**config.mk**
```make
export PLATFORM = sky130hd
export DESIGN_NAME = usrt_rx_shift
export DESIGN_NICKNAME = d
export VERILOG_FILES = /design/src/rtl/usrt_pkg.sv /design/src/rtl/usrt_sync.sv /design/src/rtl/usrt_rx_shift.sv
export SDC_FILE = /design/constraint.sdc
export NUM_CORES = 1
export LEC_CHECK = 0
export ABC_AREA = 1
export CAP_MARGIN = 0
export CORE_MARGIN = 5
export CORE_UTILIZATION = 45
export DETAILED_ROUTE_END_ITERATION = 8
export GPL_TIMING_DRIVEN = 0
export PLACE_DENSITY = 0.64
export SLEW_MARGIN = 20
export SYNTH_ARGS = -nofsm -noshare
export SYNTH_HDL_FRONTEND = slang
export SYNTH_HIERARCHICAL = 1
export SYNTH_SLANG_ARGS = --single-unit
```
**constraint.sdc**
```tcl
create_clock -name i_Pclk -period 1.74 [get_ports i_Pclk]
set_clock_uncertainty 0.15 [all_clocks]
set_input_delay 0.261 -clock i_Pclk [delete_from_list [all_inputs] [get_ports i_Pclk]]
set_output_delay 0.261 -clock i_Pclk [all_outputs]
set_load 0.05 [all_outputs]
```
**src/rtl/usrt_pkg.sv**
```systemverilog
// Shared definitions for the USRT receive path: FSM encoding, defaults, parity helper.
package usrt_pkg;

  typedef enum logic [2:0] {
    ST_IDLE,
    ST_DATA,
    ST_PARITY,
    ST_STOP,
    ST_BREAK
  } rx_state_e;

  localparam int   DEF_DATA_BITS = 8;
  localparam logic LINE_IDLE     = 1'b1;

  // Returns 1 when the received parity bit disagrees with the configured sense.
  function automatic logic calc_parity_err(logic [7:0] data, logic pbit, logic odd);
    return ^data ^ pbit ^ odd;
  endfunction

endpackage

```
**src/rtl/usrt_sync.sv**
```systemverilog
// N-stage flip-flop synchronizer with a configurable reset level.
module usrt_sync #(
  parameter int   STAGES  = 2,
  parameter logic RST_VAL = 1'b1
) (
  input  logic clk,
  input  logic rst_n,
  input  logic d,
  output logic q
);

  logic [STAGES-1:0] ff;

  // Shift the asynchronous input through the chain; presetting avoids a false edge at reset release.
  always_ff @(posedge clk or negedge rst_n) begin
    if (!rst_n) begin
      ff <= {STAGES{RST_VAL}};
    end else begin
      // NOTE: non-blocking so every stage samples the previous stage's old value in the same edge.
      ff <= {ff[STAGES-2:0], d};
    end
  end

  assign q = ff[STAGES-1];

endmodule

```
**src/rtl/usrt_rx_shift.sv**
```systemverilog
// USRT receive deserializer: samples Rxd on synchronized Sclk rising edges, strips
// start/parity/stop and hands each byte to the data register with a one-cycle strobe.
module usrt_rx_shift
  import usrt_pkg::*;
#(
  parameter int DATA_BITS   = DEF_DATA_BITS,
  parameter bit PARITY_EN   = 1'b1,
  parameter bit PARITY_ODD  = 1'b0,
  parameter int SYNC_STAGES = 2
) (
  input  logic       i_Pclk,
  input  logic       i_Rst_n,
  input  logic       i_Rx_En,
  input  logic       i_Sclk,
  input  logic       i_Rxd,
  output logic [7:0] o_Data,
  output logic       o_Enable,
  output logic       o_Parity_Err,
  output logic       o_Frame_Err,
  output logic       o_Busy
);

  localparam int               CNT_W    = $clog2(DATA_BITS);
  localparam logic [CNT_W-1:0] LAST_BIT = CNT_W'(DATA_BITS - 1);

  logic                 sclk_s, rxd_s, sclk_prev, sclk_rise;
  rx_state_e            state_q, state_nxt;
  logic [CNT_W-1:0]     cnt_q, cnt_nxt;
  logic [DATA_BITS-1:0] shift_q, shift_nxt;
  logic                 pbit_q, pbit_nxt;
  logic                 commit, frame_hit, perr;

  usrt_sync #(.STAGES(SYNC_STAGES), .RST_VAL(LINE_IDLE)) u_sync_sclk (
    .clk   (i_Pclk),
    .rst_n (i_Rst_n),
    .d     (i_Sclk),
    .q     (sclk_s)
  );

  usrt_sync #(.STAGES(SYNC_STAGES), .RST_VAL(LINE_IDLE)) u_sync_rxd (
    .clk   (i_Pclk),
    .rst_n (i_Rst_n),
    .d     (i_Rxd),
    .q     (rxd_s)
  );

  assign sclk_rise = sclk_s & ~sclk_prev;

  // Frame progress only advances on serial-clock rising edges; disable overrides everything.
  always_comb begin
    // NOTE: every target gets a default first so no path through the case infers a latch.
    state_nxt = state_q;
    cnt_nxt   = cnt_q;
    shift_nxt = shift_q;
    pbit_nxt  = pbit_q;
    commit    = 1'b0;
    frame_hit = 1'b0;
    if (!i_Rx_En) begin
      state_nxt = ST_IDLE;
      cnt_nxt   = '0;
    end else if (sclk_rise) begin
      unique case (state_q)
        ST_IDLE: begin
          if (!rxd_s) begin
            state_nxt = ST_DATA;
            cnt_nxt   = '0;
            shift_nxt = '0;
            pbit_nxt  = 1'b0;
          end
        end
        ST_DATA: begin
          shift_nxt[cnt_q] = rxd_s;
          if (cnt_q == LAST_BIT) begin
            state_nxt = PARITY_EN ? ST_PARITY : ST_STOP;
          end else begin
            cnt_nxt = cnt_q + 1'b1;
          end
        end
        ST_PARITY: begin
          pbit_nxt  = rxd_s;
          state_nxt = ST_STOP;
        end
        ST_STOP: begin
          if (rxd_s) begin
            commit    = 1'b1;
            state_nxt = ST_IDLE;
          end else begin
            frame_hit = 1'b1;
            state_nxt = ST_BREAK;
          end
        end
        ST_BREAK: begin
          if (rxd_s) state_nxt = ST_IDLE;
        end
        default: state_nxt = ST_IDLE;
      endcase
    end
  end

  assign perr = PARITY_EN ? calc_parity_err(8'(shift_q), pbit_q, PARITY_ODD) : 1'b0;

  // State, counter, shifter and Sclk history registers.
  always_ff @(posedge i_Pclk or negedge i_Rst_n) begin
    if (!i_Rst_n) begin
      state_q   <= ST_IDLE;
      cnt_q     <= '0;
      shift_q   <= '0;
      pbit_q    <= 1'b0;
      sclk_prev <= LINE_IDLE;
    end else begin
      state_q   <= state_nxt;
      cnt_q     <= cnt_nxt;
      shift_q   <= shift_nxt;
      pbit_q    <= pbit_nxt;
      sclk_prev <= sclk_s;
    end
  end

  // Registered outputs: strobes appear the cycle after the stop-bit edge is seen.
  always_ff @(posedge i_Pclk or negedge i_Rst_n) begin
    if (!i_Rst_n) begin
      o_Data       <= '0;
      o_Enable     <= 1'b0;
      o_Parity_Err <= 1'b0;
      o_Frame_Err  <= 1'b0;
    end else begin
      o_Enable     <= commit;
      o_Parity_Err <= commit & perr;
      o_Frame_Err  <= frame_hit;
      if (commit) o_Data <= 8'(shift_q);
    end
  end

  assign o_Busy = (state_q != ST_IDLE);

endmodule

```
== Word-level counts from Yosys, hierarchy flattened ==
Cells that the tools add are included.

* Bits in registers: 31
* Word-level logic and storage cells: 67

* Add/subtract/negate cells: 1
* Magnitude comparators: 2
* Equal/unequal tests: 12
* Mux-type cells: 27
* Bitwise logic cells: 4
* Reduce and logical (&&, ||, !) cells: 10

{| class="wikitable"
|+ Operators with widths
! kind !! number
|-
| two-way mux 3 bit || 10
|-
| case mux 8 bit (2 select lines) || 1
|-
| AND reduction 4 bit || 4
|-
| case mux 3 bit (5 select lines) || 1
|-
| two-way mux 1 bit || 10
|-
| inequality test 3 bit, second input constant || 3
|-
| bitwise mux 8 bit || 1
|-
| two-way mux 8 bit || 1
|-
| parity 8 bit || 1
|-
| == test 3 x 2 -> 1 bit, second input constant || 2
|-
| == test 3 bit, second input constant || 2
|-
| case mux 3 bit (2 select lines) || 1
|-
| < comparator 3 x 4 -> 1 bit, second input constant || 1
|-
| nonzero test 2 bit || 2
|-
| adder 3 x 1 -> 3 bit, second input constant || 1
|-
| demux 1 bit (select 3 bit) || 1
|-
| == test 3 x 1 -> 1 bit, second input constant || 1
|-
| >= comparator 3 x 1 -> 1 bit, second input constant || 1
|-
| logical NOT 3 bit || 1
|-
| inequality test 3 x 1 -> 1 bit, second input constant || 1
|-
| inequality test 3 x 2 -> 1 bit, second input constant || 1
|-
| nonzero test 3 bit || 1
|-
| AND 1 bit || 2
|-
| inequality test 2 x 1 -> 1 bit, second input constant || 1
|-
| 5 further kinds || 5
|}

== Depth between registers and ports, before layout ==
* Word-level depth: 6
* Gate-level depth with buffers: 9
* Gate-level depth less buffers: 9

== Modules after synthesis ==
Netlist, hierarchy kept.

{| class="wikitable"
|+ Modules (own cells, without submodules)
! module !! times used !! cells each !! area each (µm²) !! sequential area each (µm²)
|-
| usrt_rx_shift || 1 || 185 || 1515.2 || 676.9
|-
| usrt_sync || 2 || 2 || 52.6 || 52.6
|}

== Worst setup path after synthesis ==
No wires, ideal clock.

* Path kind: flip-flop to flip-flop
* Start point: register cnt_q[1]
* End point: register cnt_q[2]
* Library setup time: 0.117 ns
* Arrival: 1.286 ns
* Data required time: 1.473 ns
* Path slack: 0.187 ns
* Stages on the path, launching flop included: 8
* Path buffers: 0
* Clock period less this slack: 1.553 ns
* Path through: dfrtp_1 ha_1 ha_1 nand3b_1 a21oi_2 nor2_2 nand2_1 nand2_1

* Word-level cells in the longest chain between the ends: 5
* Elaborated cells between the ends (all ways): 8
* Classes of those cells: add/sub: 1; eq/ne: 2; mux: 4; reduce/logical: 1

{| class="wikitable"
|+ RTL lines
! what !! line !! RTL
|-
| start: declaration || usrt_rx_shift.sv:28 || <nowiki>logic [CNT_W-1:0] cnt_q, cnt_nxt;</nowiki>
|-
| start signal: assignment || usrt_rx_shift.sv:112 || <nowiki>cnt_q <= cnt_nxt;</nowiki>
|-
| adder 3 x 1 -> 3 bit || usrt_rx_shift.sv:76 || <nowiki>cnt_nxt = cnt_q + 1'b1;</nowiki>
|-
| two-way mux 3 bit || usrt_rx_shift.sv:73 || <nowiki>if (cnt_q == LAST_BIT) begin</nowiki>
|-
| case mux 3 bit (2 select lines) || usrt_rx_shift.sv:62 || <nowiki>unique case (state_q)</nowiki>
|-
| two-way mux 3 bit || usrt_rx_shift.sv:61 || <nowiki>end else if (sclk_rise) begin</nowiki>
|-
| two-way mux 3 bit || usrt_rx_shift.sv:58 || <nowiki>if (!i_Rx_En) begin</nowiki>
|}

Parallel ways exist; a longest one is shown, timed or not. The select of a mux whose other input is x is not followed.
A chain may end at the register's enable or synchronous reset.

== Worst setup path in the final report ==
* Start point: register state_q[2]
* End point: output port o_Busy

* Word-level cells in the longest chain between the ends: 1

{| class="wikitable"
|+ RTL lines
! what !! line !! RTL
|-
| start: declaration || usrt_rx_shift.sv:27 || <nowiki>rx_state_e state_q, state_nxt;</nowiki>
|-
| start signal: assignment || usrt_rx_shift.sv:111 || <nowiki>state_q <= state_nxt;</nowiki>
|-
| nonzero test 3 bit || usrt_rx_shift.sv:134 || <nowiki>assign o_Busy = (state_q != ST_IDLE);</nowiki>
|-
| end: declaration || usrt_rx_shift.sv:20 || <nowiki>output logic o_Busy</nowiki>
|}

Every way passes these cells.

==> metrics.md <==
| Metric | Value |
|---|---|
| DIE AREA | about 4900 sq um |
| P_int | 0.0009658 W |
| First-pass GRT wire length | ~5300 microns |
| CTS tree | built |
| Avg WL per Cell | 11.24 microns |
| 1st-pass router iterations | 4 |
| NumNets Final | 223 |
| Reg-to-Reg Start | cnt_q[1] |
| CP Capture Type | output pin |
| Reg power frac | 0.553 |
| Unrepaired setup endpoints after global routing | yes |
| Met2 wire len | 1442 microns |
| Status | finished, final reports clean |
| Initial antenna violation count | 0 |
| Total clock sinks | 31 |
| Leakage power | roughly 0.95 nW |
| Cell family with most CP delay | flip-flops |
| Hpwl dp | 2207 microns |
| Clock Path Buffers | 2 |
| Critical path type | register to output pin |
| Wire length on met3 | 153 microns |
| Post-synth top area cell | dfrtp_1 |
| Max-cap viol count | 0 |
| Worst-Skew Late Latency | 0.33 ns |
| Wl on met1 | 1287 microns |
| Critical Path Source | state_q[2] |
| CP required | 1.33 ns |
| Row cnt | 21 |
| Worst EP arrival | between 1 and 1.5 ns |
| Vias in the first global route | 1265 |
| Cell area after synthesis | roughly 1600 sq um |
| Core area | 3416 sq um |
| FMAX | 0.5920 GHz |
| Inserted Clock Buffers | 5 |
| Max-Slew Margin vs Limit | 0.5606 |
| Largest net degree at the start of global routing | 32 |
| Grt total ovfl | 0 |
| 1st-iter DRT viols | 66 |
| Starting Density | 0.4744 |
| Critical path buffer and inverter count | 1 |
| Post-route setup TNS | 0 ns |
| Yosys warning count | 6 |
| Clock power frac | 0.294 |
| Vias | 1291 |
| Top-level port count | 17 |
| R2R depth | 7 |
| Period utilization | 0.9708 |
| Peak supply drop | approximately 0.4 mV |
| Post-synthesis sequential area ratio | 0.4826 |
| Setup crit start kind | register |
| # fillers | 320 |
| Final Max Slew Viols | 0 |
| CP peak stage delay | 0.47 ns |
| Sw Share | 0.2987 |
| Routed vias/inst | 4.909 |
| Worst hold margin | 0.1724 ns |
| Layout cells sized above 1 | 0.2258 |
| Post-synthesis cell count | between 150 and 200 |
| Max Used Layer | met4 |
| Setup slack, reg-to-reg | 0.11 ns |
| Crit-path slowest cell | dfrtp_1 |
| Area growth syn-to-layout | 18.30% |
| Number of distinct library cells after synthesis | 23 |
| Crit path to | o_Busy |
| Final WL | 2957 microns |
| Clock slew at reported path FFs | 0.10 ns |
| Crit path cell chain | nor2_4 > nand2_4 > buf_2 |
| NetSw | 0.0004113 W |
| Final hold violation count | 0 |
| GPL Wtd Cong | 0.8707 |
| Port-buffer cells | 16 |
| Post-route core utilization | 0.5612 |
| Top cell type's share of synthesized area | 0.4015 |
| Combinational power share | 0.154 |
| WP depth | 3 |
| Min Tclk post-route | 1.689 ns |
| Tightest Pin Transition | 0.6590 ns |
| Root Buffer | clkbuf_4 |
| Worst Hold Class | primary input to register |
| Die width | 70.01 microns |
| H-tree Lvls | 2 |
| Total track usage | 0.1346 |
| Crit-path max FO | 5 |
| Residual DRC count | 0 |
| Final ANT Viol Nets | 0 |
| Setup violations, final | 0 |
| Antenna diodes | 0 |
| Height of the die | 70.01 microns |
| Syn avg cell area | 8.573 sq um |
| Hold path depth | 1 |
| Synth Register Bits | 31 |
| Top post-synthesis cells by area | dfrtp_1 (40%), nand2_1 (14%), dfstp_2 (8.1%), inv_1 (5.1%), o21ai_2 (4.9%) |
| Reg-to-Reg End | cnt_q[2] |
| Cell Pwr Density | 718.4 nW/um^2 |
| Synth Net Count | 196 |
==> power groups by stage <==
stage                     Combinational [W]  Sequential (W)  Clock (W)
after floorplan                    0.000151        0.000772          0
after global placement             0.000203        0.000773          0
after detailed placement           0.000207        0.000774          0
after CTS                          0.000208        0.000761   0.000424
after global routing               0.000241        0.000764   0.000455
final                              0.000211        0.000761   0.000404
==> cell usage after synthesis, drive strengths merged <==
library cell	n
nand2	62
dfrtp	26
inv	24
o21ai	20
nor2	17
nand3	9
nor3	9
a22o	8
dfstp	5
a21oi	3
buf	3
ha	2
nand3b	1
==> sequential cells by signal, indices dropped and copies added, names as in the netlist <==
name            flops
o_Enable            1
u_sync_rxd/ff       2
sclk_prev           1
state_q             3
u_sync_sclk/ff      2
o_Data              8
o_Frame_Err         1
cnt_q               3
pbit_q              1
shift_q             8
o_Parity_Err        1
==> metal layers <==
layer / vias to the layer above / GRT usage
met2: 25 / 0.2288
met1: 599 / 0.1487
li1: 658 / -
met3: 9 / 0.04878
met5: - / 0
met4: 0 / 0.06383
==> cells by family after synthesis <==
family	synth area share
adders and majority gates	0.01544
and+or+nand+nor	0.2849
DFF	0.4826
AOI/OAI and AO/OA	0.1444
buffers and inverters	0.07259
==> per-stage QoR <==
stage | power (W) | setup slack (ns) | instance area [sq um] | std cells
floorplan | 0.0009231 | 0.1869 | 1620 | 189
global route | 0.001460 | -0.003349 | 1917 | 263
global placement | 0.0009765 | -0.2576 | 1838 | 251
finish | 0.001377 | 0.05081 | 1917 | 263
detailed placement | 0.0009815 | -0.1249 | 1833 | 251
CTS | 0.001393 | -0.1264 | 1883 | 260
==> layout by cell type, fill, tap and decap left out, types with 2 or more instances in the layout <==
| cell type | count |
|---|---|
| dfstp_2 | 5 |
| inv_1 | 22 |
| nor3_1 | 9 |
| nand3_1 | 7 |
| o21ai_0 | 9 |
| a21oi_1 | 2 |
| ha_2 | 2 |
| dlygate4sd2_1 | 11 |
| nor2_1 | 9 |
| clkbuf_4 | 5 |
| buf_4 | 3 |
| a22o_1 | 8 |
| o21ai_2 | 9 |
| nand2_1 | 61 |
| clkinv_2 | 3 |
| buf_6 | 2 |
| dfrtp_2 | 2 |
| nor2_2 | 2 |
| nor2_4 | 6 |
| dfrtp_1 | 24 |
| clkdlybuf4s50_1 | 3 |
| buf_2 | 3 |
==> how the worst min path moves through the flow <==
| stage | slack (ns) | endpoint | startpoint |
|---|---|---|---|
| after floorplan | -0.18 | cnt_q[0] | i_Rst_n |
| final | 0.17 | u_sync_sclk/ff[0] | i_Sclk |
| after global placement | 0.20 | u_sync_rxd/ff[1] | u_sync_rxd/ff[0] |
| after global routing | 0.15 | u_sync_rxd/ff[0] | i_Rxd |
| after CTS | 0.16 | u_sync_sclk/ff[0] | i_Sclk |
| after detailed placement | 0.19 | cnt_q[0] | i_Rst_n |
==> cell type report <==
class | instances | area [sq um] | area share
inverter | 24 | 92.59 | 0.04830
tap | 46 | 57.56 | 0.03003
sequential | 31 | 784.5 | 0.4093
clock buffer | 5 | 37.54 | 0.01958
buffer | 3 | 27.53 | 0.01436
timing repair buffer | 20 | 168.9 | 0.08812
multi-input combinational | 131 | 733.2 | 0.3825
clock inverter | 3 | 15.01 | 0.007833
==> what timing repair did <==
action | 4_1_cts | 5_1_grt
hold buffers | 1 | 0
resized for setup | 14 | 8
setup buffers | 0 | 3
endpoints found under the setup margin | 12 | 8
pin swaps | 0 | 5
hold endpoints to repair | 26 | 0
Power figures use the tool's default switching activity.
